### src/rtl/cpu_pkg.sv
// cpu_pkg: shared pipeline widths, fetch NOP and the fetch bundle carried from IF to ID
package cpu_pkg;
  localparam int PC_W = 32;
  localparam int INST_W = 32;
  localparam logic [INST_W-1:0] NOP_INST = 32'h0000_0000;
  typedef struct packed {
    logic [PC_W-1:0]   pc;
    logic [INST_W-1:0] inst;
    logic              adel;
  } fetch_entry_t;
endpackage

### src/rtl/sync_fifo.sv
// sync_fifo: register-based FIFO with flush and combinational head read
//   clk/rst : clock, synchronous active-high reset (clears storage too)
//   push_i/din_i : write din_i at the tail
//   pop_i   : advance the head
//   flush_i : empty the FIFO next cycle, overriding push/pop
//   count_o : occupancy, head_o : entry at the read pointer
module sync_fifo #(
  parameter int W = 8,
  parameter int DEPTH = 4
) (
  input  logic                       clk,
  input  logic                       rst,
  input  logic                       push_i,
  input  logic [W-1:0]               din_i,
  input  logic                       pop_i,
  input  logic                       flush_i,
  output logic [$clog2(DEPTH):0]     count_o,
  output logic [W-1:0]               head_o
);
  localparam int AW = $clog2(DEPTH);
  localparam int CW = AW + 1;
  logic [W-1:0] mem_q [DEPTH];
  logic [AW-1:0] wr_q, rd_q;
  logic [CW-1:0] cnt_q;
  assign count_o = cnt_q;
  assign head_o = mem_q[rd_q];
  // pointers wrap naturally because DEPTH is a power of two
  always_ff @(posedge clk) begin
    if (rst) begin
      wr_q <= '0;
      rd_q <= '0;
      cnt_q <= '0;
      for (int i = 0; i < DEPTH; i++) mem_q[i] <= '0;
    end else if (flush_i) begin
      wr_q <= '0;
      rd_q <= '0;
      cnt_q <= '0;
    end else begin
      if (push_i) begin
        mem_q[wr_q] <= din_i;
        wr_q <= wr_q + 1'b1;
      end
      if (pop_i) rd_q <= rd_q + 1'b1;
      cnt_q <= cnt_q + CW'(push_i) - CW'(pop_i);
    end
  end
endmodule

### src/rtl/inst_fetch_buffer.sv
// inst_fetch_buffer: pairs IF requests with next-cycle SRAM data and queues them for ID
//   req_valid/req_pc : fetch issued by IF (dropped while stall_out is high)
//   inst_rdata       : SRAM data for the request of the previous cycle
//   flush            : discard everything queued and in flight
//   stall_out        : back-pressure to IF, from registered state only
//   id_valid/id_ready/id_pc/id_inst/id_adel : head entry handshake to ID
module inst_fetch_buffer
  import cpu_pkg::*;
#(
  parameter int DEPTH = 4
) (
  input  logic              clk,
  input  logic              rst,
  input  logic              req_valid,
  input  logic [PC_W-1:0]   req_pc,
  input  logic [INST_W-1:0] inst_rdata,
  input  logic              flush,
  output logic              stall_out,
  output logic              id_valid,
  input  logic              id_ready,
  output logic [PC_W-1:0]   id_pc,
  output logic [INST_W-1:0] id_inst,
  output logic              id_adel
);
  localparam int CW = $clog2(DEPTH) + 1;
  logic [CW-1:0] count;
  logic if_v_q, if_v_d, if_adel_q, if_adel_d;
  logic [PC_W-1:0] if_pc_q, if_pc_d;
  fetch_entry_t din, head;
  // an in-flight fetch is counted as occupied; a same-cycle pop is ignored on purpose
  assign stall_out = ({1'b0, count} + (CW + 1)'(if_v_q)) >= (CW + 1)'(DEPTH);
  assign id_valid = count != '0;
  assign id_pc = head.pc;
  assign id_inst = head.inst;
  assign id_adel = head.adel;
  assign din = '{pc: if_pc_q, inst: if_adel_q ? NOP_INST : inst_rdata, adel: if_adel_q};
  always_comb begin
    if_v_d = req_valid && !stall_out && !flush;
    if_pc_d = if_v_d ? req_pc : if_pc_q;
    if_adel_d = if_v_d ? (req_pc[1:0] != 2'b00) : if_adel_q;
  end
  always_ff @(posedge clk) begin
    if (rst) begin
      if_v_q <= 1'b0;
      if_pc_q <= '0;
      if_adel_q <= 1'b0;
    end else begin
      if_v_q <= if_v_d;
      if_pc_q <= if_pc_d;
      if_adel_q <= if_adel_d;
    end
  end
  sync_fifo #(.W($bits(fetch_entry_t)), .DEPTH(DEPTH)) u_fifo (
    .clk     (clk),
    .rst     (rst),
    .push_i  (if_v_q),
    .din_i   (din),
    .pop_i   (id_valid && id_ready),
    .flush_i (flush),
    .count_o (count),
    .head_o  (head)
  );
endmodule

### config.mk
export PLATFORM = sky130hd
export DESIGN_NAME = inst_fetch_buffer
export DESIGN_NICKNAME = d
export VERILOG_FILES = /design/src/rtl/cpu_pkg.sv /design/src/rtl/sync_fifo.sv /design/src/rtl/inst_fetch_buffer.sv
export SDC_FILE = /design/constraint.sdc
export NUM_CORES = 1
export LEC_CHECK = 0
export ABC_AREA = 1
export BUFFER_PORTS_ARGS = -buffer_cell sky130_fd_sc_hd__buf_4
export CAP_MARGIN = 40
export CORE_ASPECT_RATIO = 0.8
export CORE_MARGIN = 2
export CORE_UTILIZATION = 35
export CTS_CLUSTER_SIZE = 14
export DETAILED_ROUTE_END_ITERATION = 10
export SYNTH_ARGS = -nofsm -noshare
export SYNTH_HDL_FRONTEND = slang
export SYNTH_HIERARCHICAL = 1
export SYNTH_SLANG_ARGS = --single-unit
export TNS_END_PERCENT = 30
### constraint.sdc
create_clock -name clk -period 7.4 [get_ports clk]
set_input_delay 1.11 -clock clk [delete_from_list [all_inputs] [get_ports clk]]
set_output_delay 1.11 -clock clk [all_outputs]
set_load 0.03 [all_outputs]
==> run_results.csv, run 1 <==
group,metric,value,unit
synth,avgSynthCellArea,9.892,um2
floorplan,num_rows,63,
critical_path,crit_chain,"buf_4 > buf_16 > nor2_1 > o21ai_0 > buf_4",
critical_path,r2r_start,"if_v_q",
cells_and_area,drive_gt1_share,14.86,%
sta,setup_violations,0,
critical_path,r2r_cells,5,
floorplan,core_area,0.03721,mm2
synth,yosysSeqAreaShare,65.35,%
grt,grt_pass1_vias,9158,
worst_hold_path,holdCritPathClass,"reg2reg",
synth,yosysTopAreaCellShare,58.86,%
power_and_ir_drop,p_total,3.747,mW
critical_path,worstPathMaxFanout,66,
clock_network,post_cts_buffers,0,
sta,skew,0.007746,ns
synth,synth_nets,1413,
power_and_ir_drop,p_leak,5.905,nW
routing,drtIter0Drc,854,
clock_network,cts_root_buffer,"clkbuf_16",
clock_network,cts.sinks,303,
synth,synth_edf_count,260,
floorplan,chipWidth,221.7,um
grt,grt_antenna_before_repair,0,
sta,fmax,256.9,MHz
sta,finalHoldViolations,0,
placed_design,routabilityCongestion,0.7175,
routing,vias,9475,
routing,ant_nets,0,
critical_path,max_stage_delay,0.65,ns
synth,synthCells,1341,
grt,grt_max_degree,85,
synth,synth_most_common_cell,"nor2_1",
critical_path,startpoint_type,"flip-flop",
synth,yosys-top-cells-area,"edfxtp_1 59%, nor2_1 12%, o21ai_0 7.4%",
clock_network,cts_inserted_buffers,30,
sta,fin_tns_setup,0,ns
cells_and_area,final_cells,1934,
clock_network,cts_hold_buffers,0,
outcome,violations,"design-rule violations",
placed_design,hpwl,20090,um
placed_design,portBuffers,135,
synth,synth-async-reset-ratio,0,%
worst_hold_path,worstHoldStart,"u_fifo/rd_q[1]",
routing,wl,32700,um
outcome,status,"finished with violations",
synth,synth_seq_cells,303,
placed_design,dp_cells,1878,
sta,finalCritPeriodShare,52.60,%
clock_network,cts.reportedPaths.clkPinSlew,0.06,ns
floorplan,io_pins,136,
routing,drt_first_pass_iters,8,
routing,drcViolationCount,10,
synth,syn_area,0.01327,mm2
critical_path,cp_data_required_time,6.29,ns
critical_path,crit_path_top_delay_cell,"dfxtp_4",
sta,fin_crit,3.893,ns
synth,synth_common_cells,"420 x nor2_1, 260 x edfxtp_1, 197 x o21ai_0",
power_and_ir_drop,ir_drop,0.1410,mV
grt,grt_pass1_wl,51230,um
routing,vias_per_cell,4.899,
sta,tightest_slew,0.8629,ns
clock_network,clockBufferDepth,3,
power_and_ir_drop,power_density,239.2,mW/mm2
critical_path,rrSetupSlack,4.40,ns
sta,maxSlewHeadroom,42.47,%
grt,overflow,0,
clock_network,cts_tree,"built",
routing,wl_per_cell,16.91,um
synth,synth_cell_types,25,
critical_path,timing.rr.end,"u_fifo/mem_q[2][22]",
critical_path,end_kind,"output pin",
critical_path,cp.arrival,2.78,ns
cells_and_area,syn2layout_area_growth,18.10,%
sta,slew_violations,0,
floorplan,initial_utilization,35.65,%
clock_network,cts_max_level,1,
synth,synth_warnings,6,
synth,synth.largest_area_cell,"edfxtp_1",
cells_and_area,diodes,0,
critical_path,criticalPathCategory,"reg2out",
synth,synth_ff_type,"edfxtp_1",
floorplan,die_y,178.1,um
clock_network,insertion_delay,0.56,ns
cells_and_area,final_nets,1495,
worst_hold_path,min_path_cells,1,
floorplan,die_area,0.03948,mm2
critical_path,worst_path_most_repeated_cell,"buf_4",
job,cap_violations,0,
grt,grt_use_total,16.42,%
clock_network,cts_resized,0,
sta,rsz0062_at_grt,"false",
==> critical path, delay by kind of cell (launching register included) <==
kind	cells	cell delay [ns]
buffers and inverters	3	1.04
DFF	1	0.65
AOI/OAI and AO/OA	1	0.41
and+or+nand+nor	1	0.08
==> cell usage in the layout, fill, tap and decap left out, drive strengths merged, types with 3 or more instances in the layout <==
cell / n
dfxtp: 43
nand4: 33
clkbuf: 39
clkinv: 14
inv: 117
nor3: 65
edfxtp: 260
nand2: 50
a21oi: 36
buf: 148
nand3: 4
nor2: 431
bufinv: 3
o21ai: 200
==> layer usage <==
metal	up-vias	part of all wire, %	track usage (%)
met5	-	0	0
met1	4484	48	24.51
li1	4666	-	-
met4	0	1.6	3.407
met3	41	5.8	2.323
met2	284	44	25.51
==> logic make-up after synthesis <==
group	share of synthesized area (%)
DFF	65.35
buffers and inverters	7.093
AOI/OAI and AO/OA	8.961
and+or+nand+nor	18.26
adders and majority gates	0.3395
==> state kept, by name (all words and copies together), names as in the netlist, named ones only <==
signal / count
u_fifo/mem_q: 260
if_pc_q: 32
u_fifo/count_o: 3
u_fifo/rd_q: 2
u_fifo/wr_q: 2
if_adel_q: 1
if_v_q: 1
==> power by group <==
part / switching [mW] / leakage (nW) / internal [mW] / total (mW)
clock network: 0.636 / 0.473 / 0.870 / 1.51
logic: 0.205 / 2.40 / 0.0948 / 0.300
registers: 0.0276 / 3.03 / 1.91 / 1.94
total: 0.869 / 5.90 / 2.88 / 3.75
==> metrics by stage <==
stage	hold slack [ns]	cell area [um2]	setup WS [ns]	util (%)
final	0.4476	15670	3.507	42.11
after floorplan	0.4115	13270	0.7047	-
after global routing	0.4730	15670	3.351	42.11
after CTS	0.4519	15670	3.449	42.11
after detailed placement	0.4432	14700	3.322	39.51
after global placement	0.4426	14490	3.324	38.94
==> worst max-delay path by stage <==
stage               startpoint                   to  slack, ns  cells after the start
finish               flip-flop           id_inst[2]       3.51                      5
floorplan                flush   u_fifo/mem_q[2][0]       0.70                      4
detailed placement         rst  u_fifo/mem_q[2][10]       3.32                      7
CTS                  flip-flop            id_pc[21]       3.45                      5
global placement           rst  u_fifo/mem_q[2][10]       3.32                      6
global route         flip-flop          id_inst[16]       3.35                      7
==> final cells by class <==
cell class,instances,area (um2)
Inverter,117,445.4
Clock inverter,17,158.9
Clock buffer,39,805.8
Sequential cell,303,8673
Tap cell,487,609.3
Fill cell,3700,21540
Multi-Input combinational cell,823,3710
Timing Repair Buffer,148,1264
Power figures use the tool's default switching activity.
==> run 2, diff against run 1 <==
==> constraint.sdc (replaced) <==
create_clock -name clk -period 3.6 [get_ports clk]
set_input_delay 0.54 -clock clk [delete_from_list [all_inputs] [get_ports clk]]
set_output_delay 0.54 -clock clk [all_outputs]
set_load 0.03 [all_outputs]
==> run 2 against run 1 <==
  * Highest routed layer unchanged
  * Sequential share of layout area is 0.17 points lower
  * Setup slack worse by 3.0 ns
  * Register-to-register slack worse by 3.3 ns
  * Count of clock-buffer cells in the layout decreased by 1
  * The flow still finishes with violations (design-rule violations)
  * Global-route usage up 0.94 points
  * Non-clock buffer count is 9 higher
  * First-iteration DRC count down 29%
  * Largest power group unchanged
  * Final area is 0.30% higher
  * Clock skew increased by 0.0010 ns
  * Combinational power increased by 110%
  * Critical path depth did not move
==> run_results.csv, run 2 (same netlist as run 1, synthesis figures left out) <==
group,metric,value,unit
cells_and_area,diodes,0,
clock_network,cts_root_buffer,"clkbuf_16",
clock_network,cts_max_level,1,
routing,vias,9569,
cells_and_area,syn2layout_area_growth,18.46,%
sta,finalCritPeriodShare,85.05,%
sta,setup_violations,0,
clock_network,cts_resized,0,
critical_path,criticalPathCategory,"reg2out",
worst_hold_path,holdCritPathClass,"in2reg",
cells_and_area,largest_reg_flops,260,
power_and_ir_drop,p_leak,5.939,nW
placed_design,hpwl,19690,um
clock_network,cts_tree,"built",
sta,skew,0.008765,ns
critical_path,end_kind,"output pin",
clock_network,cts_inserted_buffers,30,
clock_network,cts_hold_buffers,0,
cells_and_area,largest-register,"u_fifo/mem_q",
placed_design,portBuffers,135,
grt,grt_pass1_wl,53490,um
cells_and_area,layout_commonest_cell,"nor2_1",
clock_network,cts.sinks,303,
sta,fmax,326.6,MHz
grt,grt_max_degree,132,
sta,maxSlewHeadroom,43.38,%
cells_and_area,final_cell_mix,"420 x nor2_1, 260 x edfxtp_1, 196 x o21ai_0, 147 x buf_4, 113 x inv_1",
floorplan,die_y,178.1,um
floorplan,die_area,0.03948,mm2
clock_network,post_cts_buffers,0,
outcome,violations,"design-rule violations",
critical_path,cp.arrival,2.52,ns
clock_network,clockBufferDepth,3,
outcome,status,"finished with violations",
sta,fin_crit,3.062,ns
clock_network,cts.reportedPaths.clkPinSlew,0.06,ns
clock_network,insertion_delay,0.56,ns
grt,grtUsageMet3,2.553,%
grt,grt_pass1_vias,9442,
critical_path,worstPathMaxFanout,59,
sta,fin_tns_setup,0,ns
critical_path,rrSetupSlack,1.06,ns
routing,drtIter0Drc,603,
grt,grt_antenna_before_repair,0,
grt,grt_use_met1,24.34,%
grt,met2_usage,28.71,%
grt,overflow,0,
job,cap_violations,0,
floorplan,initial_utilization,35.65,%
power_and_ir_drop,ir_drop,0.2919,mV
sta,slew_violations,0,
routing,vias_per_cell,4.925,
routing,ant_nets,0,
sta,tightest_slew,0.8473,ns
cells_and_area,utilization,42.24,%
placed_design,routabilityCongestion,0.7540,
sta,rsz0062_at_grt,"false",
power_and_ir_drop,power_density,488.9,mW/mm2
grt,grt_use_total,17.37,%
routing,drcViolationCount,9,
floorplan,chipWidth,221.7,um
grt,busiest_layer,"met2",
floorplan,core_area,0.03721,mm2
sta,finalHoldViolations,0,
floorplan,num_rows,63,
critical_path,cp_data_required_time,3.06,ns
routing,wl_per_cell,17.65,um
routing,wl,34300,um
cells_and_area,final_nets,1504,
cells_and_area,drive_gt1_share,15.66,%
routing,drt_first_pass_iters,8,
critical_path,startpoint_type,"flip-flop",
floorplan,io_pins,136,
[run 2: cell types whose count changed in the layout (fill, tap and decap cells not counted), moves of 2 or more]
cell      before  now
clkbuf_1       8    5
buf_4        140  147
buf_12         1    8
buf_16         7    2
clkbuf_8       0    2
clkinv_2       6   10
[run 2: final cells by class]
type | count | area [um2]
inverter | 117 | 445.4
tap | 487 | 609.3
multi-input combinational | 823 | 3710
sequential | 303 | 8673
clock inverter | 18 | 135.1
clock buffer | 38 | 822.0
timing repair buffer | 157 | 1319
fill | 3638 | 21490
[run 2: where the power goes]
group          total (mW)  internal [mW]  switching [mW]
Clock                3.07           1.75            1.32
Sequential           3.98           3.93          0.0506
Combinational       0.630          0.198           0.432
[run 2: worst paths after layout]
check                                        from                 to  cells after the start
worst min-delay path                   req_pc[20]        if_pc_q[20]                      3
worst max register to register  u_fifo/count_o[2]  u_fifo/count_o[2]                      9
worst min register to register     u_fifo/rd_q[1]          flip-flop                      1
worst max-delay path                    flip-flop          id_pc[25]                      5
[run 2: through the flow]
| step | hold WS, ns | instances | setup WS (ns) | cell area (um2) | power (mW) |
|---|---|---|---|---|---|
| floorplan | 0.4115 | 1341 | 0.4788 | 13270 | 4.419 |
| global placement | 0.4309 | 1884 | 0.9546 | 14680 | 4.685 |
| detailed placement | 0.4518 | 1887 | 0.9845 | 14760 | 4.701 |
| CTS | 0.2507 | 1943 | 0.5342 | 15710 | 7.757 |
| global route | 0.2556 | 1943 | 0.3992 | 15710 | 7.955 |
| finish | 0.2709 | 1943 | 0.5380 | 15710 | 7.682 |
[run 2: worst max-delay path, stage by stage, from the launching register on]
cell     delay, ns
dfxtp_4       0.36
inv_4         0.42
buf_4         0.39
o21ai_0       0.14
o21ai_0       0.36
buf_4         0.24
[run 2: layer usage]
layer	share of wire, %	vias to the layer above
met4	1.9	0
met2	47	243
met5	0	-
met1	47	4601
li1	-	4676
met3	4.9	49
